[config.mk]
export PLATFORM = sky130hd
export DESIGN_NAME = dmem_arbiter
export DESIGN_NICKNAME = d
export VERILOG_FILES = /design/src/rtl/dmem_arb_pkg.sv /design/src/rtl/dmem_addr_xlate.sv /design/src/rtl/dmem_arbiter.sv
export SDC_FILE = /design/constraint.sdc
export NUM_CORES = 1
export LEC_CHECK = 0
export CAP_MARGIN = 25
export CORE_AREA = 2 2 110 112
export CTS_BUF_LIST = sky130_fd_sc_hd__clkbuf_2 sky130_fd_sc_hd__clkbuf_4 sky130_fd_sc_hd__clkbuf_8
export CTS_CLUSTER_DIAMETER = 60
export DETAILED_ROUTE_END_ITERATION = 16
export DIE_AREA = 0 0 112 114
export PLACE_DENSITY = 0.63
export SYNTH_ARGS = -nofsm -noshare
export SYNTH_HDL_FRONTEND = slang
export SYNTH_SLANG_ARGS = --single-unit
[constraint.sdc]
create_clock -name clk -period 1.8 [get_ports clk]
set_input_delay 0.18 -clock clk [delete_from_list [all_inputs] [get_ports clk]]
set_output_delay 0.18 -clock clk [all_outputs]
set_load 0.005 [all_outputs]
[src/rtl/dmem_arb_pkg.sv]
// Shared types and constants for the DMEM arbiter.
package dmem_arb_pkg;

   typedef enum logic [1:0] {
      ARB_IDLE = 2'd0,
      ARB_WAIT = 2'd1,
      ARB_SEC  = 2'd2
   } arb_state_t;

   localparam logic [31:0] DM_BASE_DEFAULT = 32'h1001_0000;
   localparam int          BYTE_ADDR_W     = 32;
   localparam int          DATA_W          = 32;

   // wait_cnt only ever holds 0 .. max_wait-1
   function automatic int cnt_width(input int max_wait);
      return (max_wait > 1) ? $clog2(max_wait) : 1;
   endfunction

endpackage

[src/rtl/dmem_addr_xlate.sv]
// Byte address to DMEM word index; range/alignment check when DMEM_ARB_RANGE_CHK_EN is defined.
module dmem_addr_xlate
   import dmem_arb_pkg::*;
#(
   parameter int          ADDR_W  = 11,
   parameter logic [31:0] DM_BASE = DM_BASE_DEFAULT
) (
   input  logic [BYTE_ADDR_W-1:0] addr,
   output logic [ADDR_W-1:0]      idx,
   output logic                   bad
);

   logic [BYTE_ADDR_W-1:0] offset;
   logic                   unused_offset_bits;

   assign offset             = addr - DM_BASE;
   assign idx                = offset[ADDR_W+1:2];
   assign unused_offset_bits = &{1'b0, offset[BYTE_ADDR_W-1:ADDR_W+2], offset[1:0]};

`ifdef DMEM_ARB_RANGE_CHK_EN
   // One extra bit so the end-of-window bound cannot wrap
   logic [BYTE_ADDR_W:0] limit;

   assign limit = {1'b0, DM_BASE} + ({{BYTE_ADDR_W{1'b0}}, 1'b1} << (ADDR_W + 2));
   assign bad   = (addr < DM_BASE) || ({1'b0, addr} >= limit) || (addr[1:0] != 2'b00);
`else
   assign bad = 1'b0;
`endif

endmodule

[src/rtl/dmem_arbiter.sv]
// Arbitrates the single-port DMEM between the CPU (priority) and a secondary requester.
// Optional sticky address-error port enabled by DMEM_ARB_RANGE_CHK_EN.
module dmem_arbiter
   import dmem_arb_pkg::*;
#(
   parameter int          ADDR_W   = 11,
   parameter logic [31:0] DM_BASE  = DM_BASE_DEFAULT,
   parameter int          MAX_WAIT = 8
) (
   input  logic              clk,
   input  logic              rst_n,
   input  logic              cpu_ena,
   input  logic              cpu_r,
   input  logic              cpu_w,
   input  logic [31:0]       cpu_addr,
   input  logic [31:0]       cpu_wdata,
   output logic [31:0]       cpu_rdata,
   output logic              cpu_stall,
   input  logic              sec_req,
   input  logic              sec_we,
   input  logic [31:0]       sec_addr,
   input  logic [31:0]       sec_wdata,
   output logic [31:0]       sec_rdata,
   output logic              sec_ack,
   output logic              dm_ena,
   output logic              dm_r,
   output logic              dm_w,
   output logic [ADDR_W-1:0] dm_addr,
   output logic [31:0]       dm_data_in,
   input  logic [31:0]       dm_data_out
`ifdef DMEM_ARB_RANGE_CHK_EN
   ,
   output logic              err
`endif
);

   localparam int               CNT_W     = cnt_width(MAX_WAIT);
   localparam logic [CNT_W-1:0] WAIT_LAST = CNT_W'(MAX_WAIT - 1);

   arb_state_t       state;
   logic [CNT_W-1:0] wait_cnt;
   logic             sec_own;
   logic [31:0]      mux_addr;
   logic             addr_bad;
   logic [31:0]      rd_data;

   // sec_own is a registered copy of (state == ARB_SEC) so the grant is glitch-free
   always_ff @(posedge clk) begin
      if (!rst_n) begin
         state    <= ARB_IDLE;
         wait_cnt <= '0;
         sec_own  <= 1'b0;
      end else begin
         sec_own <= 1'b0;
         case (state)
            ARB_IDLE: begin
               if (sec_req) begin
                  wait_cnt <= '0;
                  if (cpu_ena) begin
                     state <= ARB_WAIT;
                  end else begin
                     state   <= ARB_SEC;
                     sec_own <= 1'b1;
                  end
               end
            end
            ARB_WAIT: begin
               if (!sec_req) begin
                  state <= ARB_IDLE;
               end else if (!cpu_ena || wait_cnt == WAIT_LAST) begin
                  state   <= ARB_SEC;
                  sec_own <= 1'b1;
               end else begin
                  wait_cnt <= wait_cnt + 1'b1;
               end
            end
            ARB_SEC: state <= ARB_IDLE;
            default: state <= ARB_IDLE;
         endcase
      end
   end

   assign mux_addr = sec_own ? sec_addr : cpu_addr;

   dmem_addr_xlate #(
      .ADDR_W  (ADDR_W),
      .DM_BASE (DM_BASE)
   ) u_xlate (
      .addr (mux_addr),
      .idx  (dm_addr),
      .bad  (addr_bad)
   );

   // Holding rst_n low gates every strobe, which also aborts a SEC access in flight
   assign dm_ena     = rst_n & (sec_own | cpu_ena);
   assign dm_w       = rst_n & ~addr_bad & (sec_own ? sec_we : cpu_w);
   assign dm_r       = rst_n & (sec_own ? ~sec_we : cpu_r);
   assign dm_data_in = sec_own ? sec_wdata : cpu_wdata;

   assign sec_ack   = rst_n & sec_own;
   assign cpu_stall = rst_n & sec_own & cpu_ena;

   assign rd_data   = addr_bad ? 32'h0 : dm_data_out;
   assign sec_rdata = sec_ack ? rd_data : 32'h0;
   assign cpu_rdata = sec_own ? 32'h0 : rd_data;

`ifdef DMEM_ARB_RANGE_CHK_EN
   always_ff @(posedge clk) begin
      if (!rst_n) begin
         err <= 1'b0;
      end else if (dm_ena && addr_bad) begin
         err <= 1'b1;
      end
   end
`endif

endmodule

==> metrics, run 1 <==
initial antenna violation count 0; MaxCap Viol Count 0; fin nets 572; Leak 1.87 nW; ratio of final minimum period to clock period 97.8%; Post-Syn Area 1330 µm²; RSZ-0062 raised after global routing yes; synthesized area per cell 8.22 µm²; sequential share of the synthesized area 9.02%; register bit count reported by yosys 6; top-area cell type share of the netlist area 27.9%; Vias per Instance 3.95; largest net degree at the start of global routing 35; Synth Area in Simple Gates 38.2%; crit path time final 1760 ps; DIE HEIGHT 114 µm; Post-synth EDFFs 0; worst min path class flip-flop to flip-flop; Final Non-Filler Cells 549; GRT Util Overall 10.6%; layout cell share with drive strength beyond 1 16.4%; Routed WL per cell 14.2 µm; area leader, netlist mux2_2; CTS root buf clkbuf_8; grt ovf 0; Area Overhead vs Synth 206%; Worst Setup Start Kind flip-flop; Worst Path Arrival 1580 ps; Worst-Margin Slew 347 ps; relative slew slack 76.6%; syn_nets 331; placed insts 534; IO Count 279; Post-Syn Instances 162; setup violators final 0; number of diodes 0; xor and xnor area share after synthesis 0%; hold buffers post-CTS 0; Antenna Nets Post-Route 0; Final Skew 2.38 ps; row count 40; vias in the first global route 2152; Compound-Gate Fraction of Synth Area 4.14%; Die Area 12800 µm²; combinational family with the most area after synthesis multiplexers; Post-Synth Adder-Cell Area 1.88%; fmax 568 MHz; clock-pin slew on the worst setup and hold paths 40 ps; first-pass GRT wire length 11.2 mm; post-synthesis mux area share 39.2%; port buffer count 236; most common cell in the synthesized netlist and3_1; Crit path required time 1620 ps; power per cell area 277 nW/µm²; asr flop ratio synth 0%; die width 112 µm; Max FO, Critical Path 5; final hold violations 0; H-Tree Depth 1; core area 11700 µm²; initial core utilization 11.4%; vias 2168; Initial DRC Count 32; critical path class flip-flop to output pin; Max Slew Vio Count 0; Final HPWL DP 6.01 mm; Clock Path Buffers 2; setup TNS 0 ps; Core Util, Final 34.8%; DRT Pass-1 Iters 4; Pwr Total 0.00113 W; Yosys cell types 26; Most used DFF post-synth dfxtp_1; YS warnings 0; Worst-Skew Late Latency 230 ps; total CTS buffers 3; CTS tree done; top cells by area, synth mux2_2 28%, and3_1 16%, nor2b_1 16%; Routability Congestion 0.773; final WL 7.79 mm; outcome completed; Max VDD drop 0.143 mV; most frequent cells after synthesis 34 x and3_1, 33 x mux2_2, 33 x nor2b_1; clk sink count 6; DR DRC count 0; crit end category output pin
==> worst paths after layout <==
| check | cells past startpoint | endpoint | slack (ps) | startpoint |
|---|---|---|---|---|
| max | 4 | sec_rdata[18] | 40 | sec_own$_SDFF_PN0_ |
| min | 2 | wait_cnt[1]$_SDFFE_PN0P_ | 490 | wait_cnt[1]$_SDFFE_PN0P_ |
| max reg2reg | 5 | wait_cnt[0]$_SDFFE_PN0P_ | 340 | wait_cnt[0]$_SDFFE_PN0P_ |
| min reg2reg | 2 | wait_cnt[1]$_SDFFE_PN0P_ | 490 | wait_cnt[1]$_SDFFE_PN0P_ |
==> sequential cells by signal, summed over array words and instances (netlist names) <==
register  cells
sec_own       1
state         2
wait_cnt      3
==> kinds of logic after synthesis <==
logic type      after synthesis
simple gates                 85
mux                          43
buf+inv                      18
compound gates                8
flops                         6
fa+ha+maj                     2
==> worst max-delay path: stages (launching register included) <==
cell and delay, ps:
dfxtp_4 390, buf_4 170, clkbuf_16 150, and3_1 140, clkdlybuf4s50_1 490
==> metal layers <==
metal | vias up | track usage (%) | wire length [µm]
li1 | 1056 | - | -
met2 | 138 | 20.0 | 3980
met3 | 5 | 2.76 | 774
met1 | 969 | 12.3 | 2980
met5 | - | 0 | 0
met4 | 0 | 1.71 | 46
==> area by class of cell <==
type                       count  area (µm²)
clock buffer                   4        48.8
fill                        1219        7640
inverter                       1        3.75
multi-input combinational    138        1120
sequential                     6         124
tap                          147         184
timing repair buffer         253        2600
==> report_power, final <==
part	switching (W)	internal [W]	total, W
logic	0.000213	0.000540	0.000753
registers	0.00000483	0.000136	0.000141
clock network	0.0000643	0.000168	0.000232
total	0.000282	0.000844	0.00113
==> timing repair <==
action / 4_1_cts / 5_1_grt
gates resized for setup: 49 / 13
pin swaps: 0 / 0
cloned: 2 / 3
buffers inserted: 1 / 5
setup endpoints to repair: 43 / 51
==> layout by cell type, fill, tap and decap left out, types with 3 or more instances in the layout <==
cell type        instances
and3_1                  34
buf_12                   4
buf_16                   3
buf_4                    6
buf_6                    3
clkbuf_8                 3
clkdlybuf4s50_1        180
dfxtp_1                  5
dlygate4sd2_1           46
dlymetal6s2s_1          10
mux2_2                  32
mux2_4                  11
nand2_1                  5
nand2b_1                 3
nor2_1                   3
nor2b_1                 32
nor3_1                   3
==> metrics by stage <==
| step | hold WS [ps] | setup slack [ps] | cell area, µm² |
|---|---|---|---|
| floorplan | 406 | 534 | 1330 |
| detailed placement | 489 | 24.7 | 3870 |
| CTS | 495 | -69.8 | 3940 |
| global route | 539 | -13.3 | 4070 |
| finish | 493 | 39.4 | 4070 |
| global placement | 470 | 21.3 | 3870 |
No activity file was read; power rests on OpenSTA's default activity.
==> inputs of run 2 (changes only) <==
--- a/config.mk
+++ b/config.mk
@@ -12,6 +12,7 @@
 export DETAILED_ROUTE_END_ITERATION = 16
 export DIE_AREA = 0 0 112 114
 export PLACE_DENSITY = 0.63
+export REMOVE_ABC_BUFFERS = 1
 export SYNTH_ARGS = -nofsm -noshare
 export SYNTH_HDL_FRONTEND = slang
 export SYNTH_SLANG_ARGS = --single-unit
==> run 2 against run 1 <==
Net effect: clock skew is 4.8 ps higher; cell area is 4.3% higher; critical endpoint is now dm_data_in[11]; sequential share of layout area is 0.13 points lower; global-route usage is 1.2 points higher; die area stayed put; sequential power hardly changed; power is 2.4% higher.
==> metrics, run 2 (same netlist as run 1, synthesis figures left out) <==
outcome completed (unchanged); initial antenna violation count 0 (unchanged); H-Tree Depth 1 (unchanged); number of diodes 0 (unchanged); first-pass GRT wire length 12.0 mm (was 11.2 mm); CP most frequent cell buf_12; clock-pin slew on the worst setup and hold paths 40 ps (about the same); hold buffers post-CTS 0 (unchanged); Vias per Instance 3.93 (was 3.95); total CTS buffers 3 (unchanged); Antenna Nets Post-Route 0 (unchanged); Worst-Margin Slew 335 ps (was 347 ps); GRT Util Overall 11.8% (was 10.6%); CTS tree done (unchanged); Worst Path Arrival 1570 ps (was 1580 ps); Initial DRC Count 49 (was 32); initial core utilization 11.4% (unchanged); final hold violations 0 (unchanged); die width 112 µm (unchanged); worst min path class flip-flop to flip-flop (unchanged); crit end category output pin (unchanged); net switching power 0.000292 W (was 0.000282 W); fmax 570 MHz (was 568 MHz); Final Skew 7.16 ps (was 2.38 ps); Max Slew Vio Count 0 (unchanged); Leak 2.18 nW (was 1.87 nW); Crit path required time 1620 ps (about the same); Max FO, Critical Path 11 (was 5); CP max stage delay 350 ps (was 490 ps); most frequent cells in the layout 150 x clkdlybuf4s50_1, 50 x dlygate4sd2_1, 34 x and3_1 (was 180 x clkdlybuf4s50_1, 46 x dlygate4sd2_1, 34 x and3_1); reg2reg setup slack 420 ps (was 340 ps); fin nets 588 (was 572); ratio of final minimum period to clock period 97.5% (was 97.8%); clk sink count 6 (unchanged); Area Overhead vs Synth 219% (was 206%); DRT Pass-1 Iters 4 (unchanged); Worst Path Buf+Inv 4 (was 3); vias 2219 (was 2168); most common cell after layout, fill and taps aside clkdlybuf4s50_1 (unchanged); pre-CTS setup slack -25.7 ps (was 24.7 ps); DR DRC count 0 (unchanged); Die Area 12800 µm² (unchanged); Internal 0.000861 W (was 0.000844 W); met2 usage 22.5% (was 20.0%); Routability Congestion 0.819 (was 0.773); grt ovf 0 (unchanged); switch share 25.3% (was 25.0%); vias in the first global route 2282 (was 2152); crit path cell chain buf_12 -> buf_12 -> buf_4 -> mux2_2 -> dlygate4sd2_1 (was buf_4 -> clkbuf_16 -> and3_1 -> clkdlybuf4s50_1); DIE HEIGHT 114 µm (unchanged); share of power burned in registers 12.1% (was 12.5%); row count 40 (unchanged); M1 GR Usage 13.6% (was 12.3%); crit path time final 1750 ps (was 1760 ps); power per cell area 271 nW/µm² (was 277 nW/µm²); IO Count 279 (unchanged); largest net degree at the start of global routing 30 (was 35); clock share of power 20.3% (was 20.6%); CP max-delay cell dfxtp_4 (was clkdlybuf4s50_1); final WL 8.49 mm (was 7.79 mm); setup violators final 0 (unchanged); relative slew slack 77.5% (was 76.6%); Top Usage Layer GRT met2 (unchanged); Routed WL per cell 15.0 µm (was 14.2 µm); layout cell share with drive strength beyond 1 20.3% (was 16.4%); Final Worst Setup Slack 45.2 ps (was 39.4 ps); Biggest register wait_cnt (unchanged); hold slack final 494 ps (was 493 ps); CTS root buf clkbuf_8 (unchanged); M3 GR Usage 3.24% (was 2.76%); core area 11700 µm² (unchanged); Logic pwr share 67.6% (was 66.9%); Worst Setup Start Kind flip-flop (unchanged); MaxCap Viol Count 0 (unchanged); Max VDD drop 0.252 mV (was 0.143 mV); critical path class flip-flop to output pin (unchanged); Clock Path Buffers 2 (unchanged); setup TNS 0 ps (unchanged); port buffer count 236 (unchanged); Worst-Skew Late Latency 230 ps (about the same); Final HPWL DP 6.79 mm (was 6.01 mm); family with the most delay on the worst path buffers and inverters (unchanged); max FFs per register 3 (unchanged); biggest regs wait_cnt x3, state x2, sec_own x1 (unchanged)
## run 2: stage by stage
stage | instances | power [W] | area [µm²] | util (%)
after CTS | 554 | 0.00116 | 4090 | 34.9
after detailed placement | 537 | 0.000926 | 3900 | 33.3
after global routing | 565 | 0.00122 | 4250 | 36.3
after global placement | 537 | 0.000919 | 3900 | 33.3
final | 565 | 0.00115 | 4250 | 36.3
after floorplan | 145 | 0.000333 | 1230 | -
## run 2: cell type report
| class | count | area (µm²) |
|---|---|---|
| multi-input cells | 138 | 1110 |
| clock buffers | 4 | 48.8 |
| well taps | 147 | 184 |
| fillers | 1238 | 7460 |
| repair buffers | 269 | 2780 |
| inverters | 1 | 3.75 |
| flip-flops and latches | 6 | 124 |
## run 2: routing by layer
layer,wire length (µm),vias up
met5,0,-
met3,629,6
li1,-,1086
met2,4510,107
met4,38,0
met1,3310,1020
## run 2: power by group through the flow
| stage | clock, W | sequential (W) | combinational, W |
|---|---|---|---|
| finish | 0.000235 | 0.000139 | 0.000779 |
| CTS | 0.000241 | 0.000139 | 0.000783 |
| global placement | 0 | 0.000144 | 0.000775 |
| global route | 0.000250 | 0.000140 | 0.000835 |
| detailed placement | 0 | 0.000144 | 0.000782 |
| floorplan | 0 | 0.000161 | 0.000172 |
## run 2: worst reg2reg max path, delay by kind of cell, from the launching register on
kind            cells  cell delay, ps
flops               1             320
compound gates      2             330
simple gates        1             230
fa+ha+maj           2             410
## run 2: path summary, 6_finish.rpt
check / cells after the start / endpoint / startpoint
worst max-delay path: 5 / dm_data_in[11] / sec_own$_SDFF_PN0_
worst min-delay path: 1 / wait_cnt[0]$_SDFFE_PN0P_ / wait_cnt[0]$_SDFFE_PN0P_
worst max register to register: 5 / wait_cnt[0]$_SDFFE_PN0P_ / wait_cnt[0]$_SDFFE_PN0P_
worst min register to register: 1 / wait_cnt[0]$_SDFFE_PN0P_ / wait_cnt[0]$_SDFFE_PN0P_
## run 2: repair_timing
| item | 4_1_cts | 5_1_grt |
|---|---|---|
| gates cloned | 4 | 0 |
| setup endpoints to repair | 63 | 37 |
| buffers inserted | 9 | 11 |
| resized for setup | 76 | 37 |
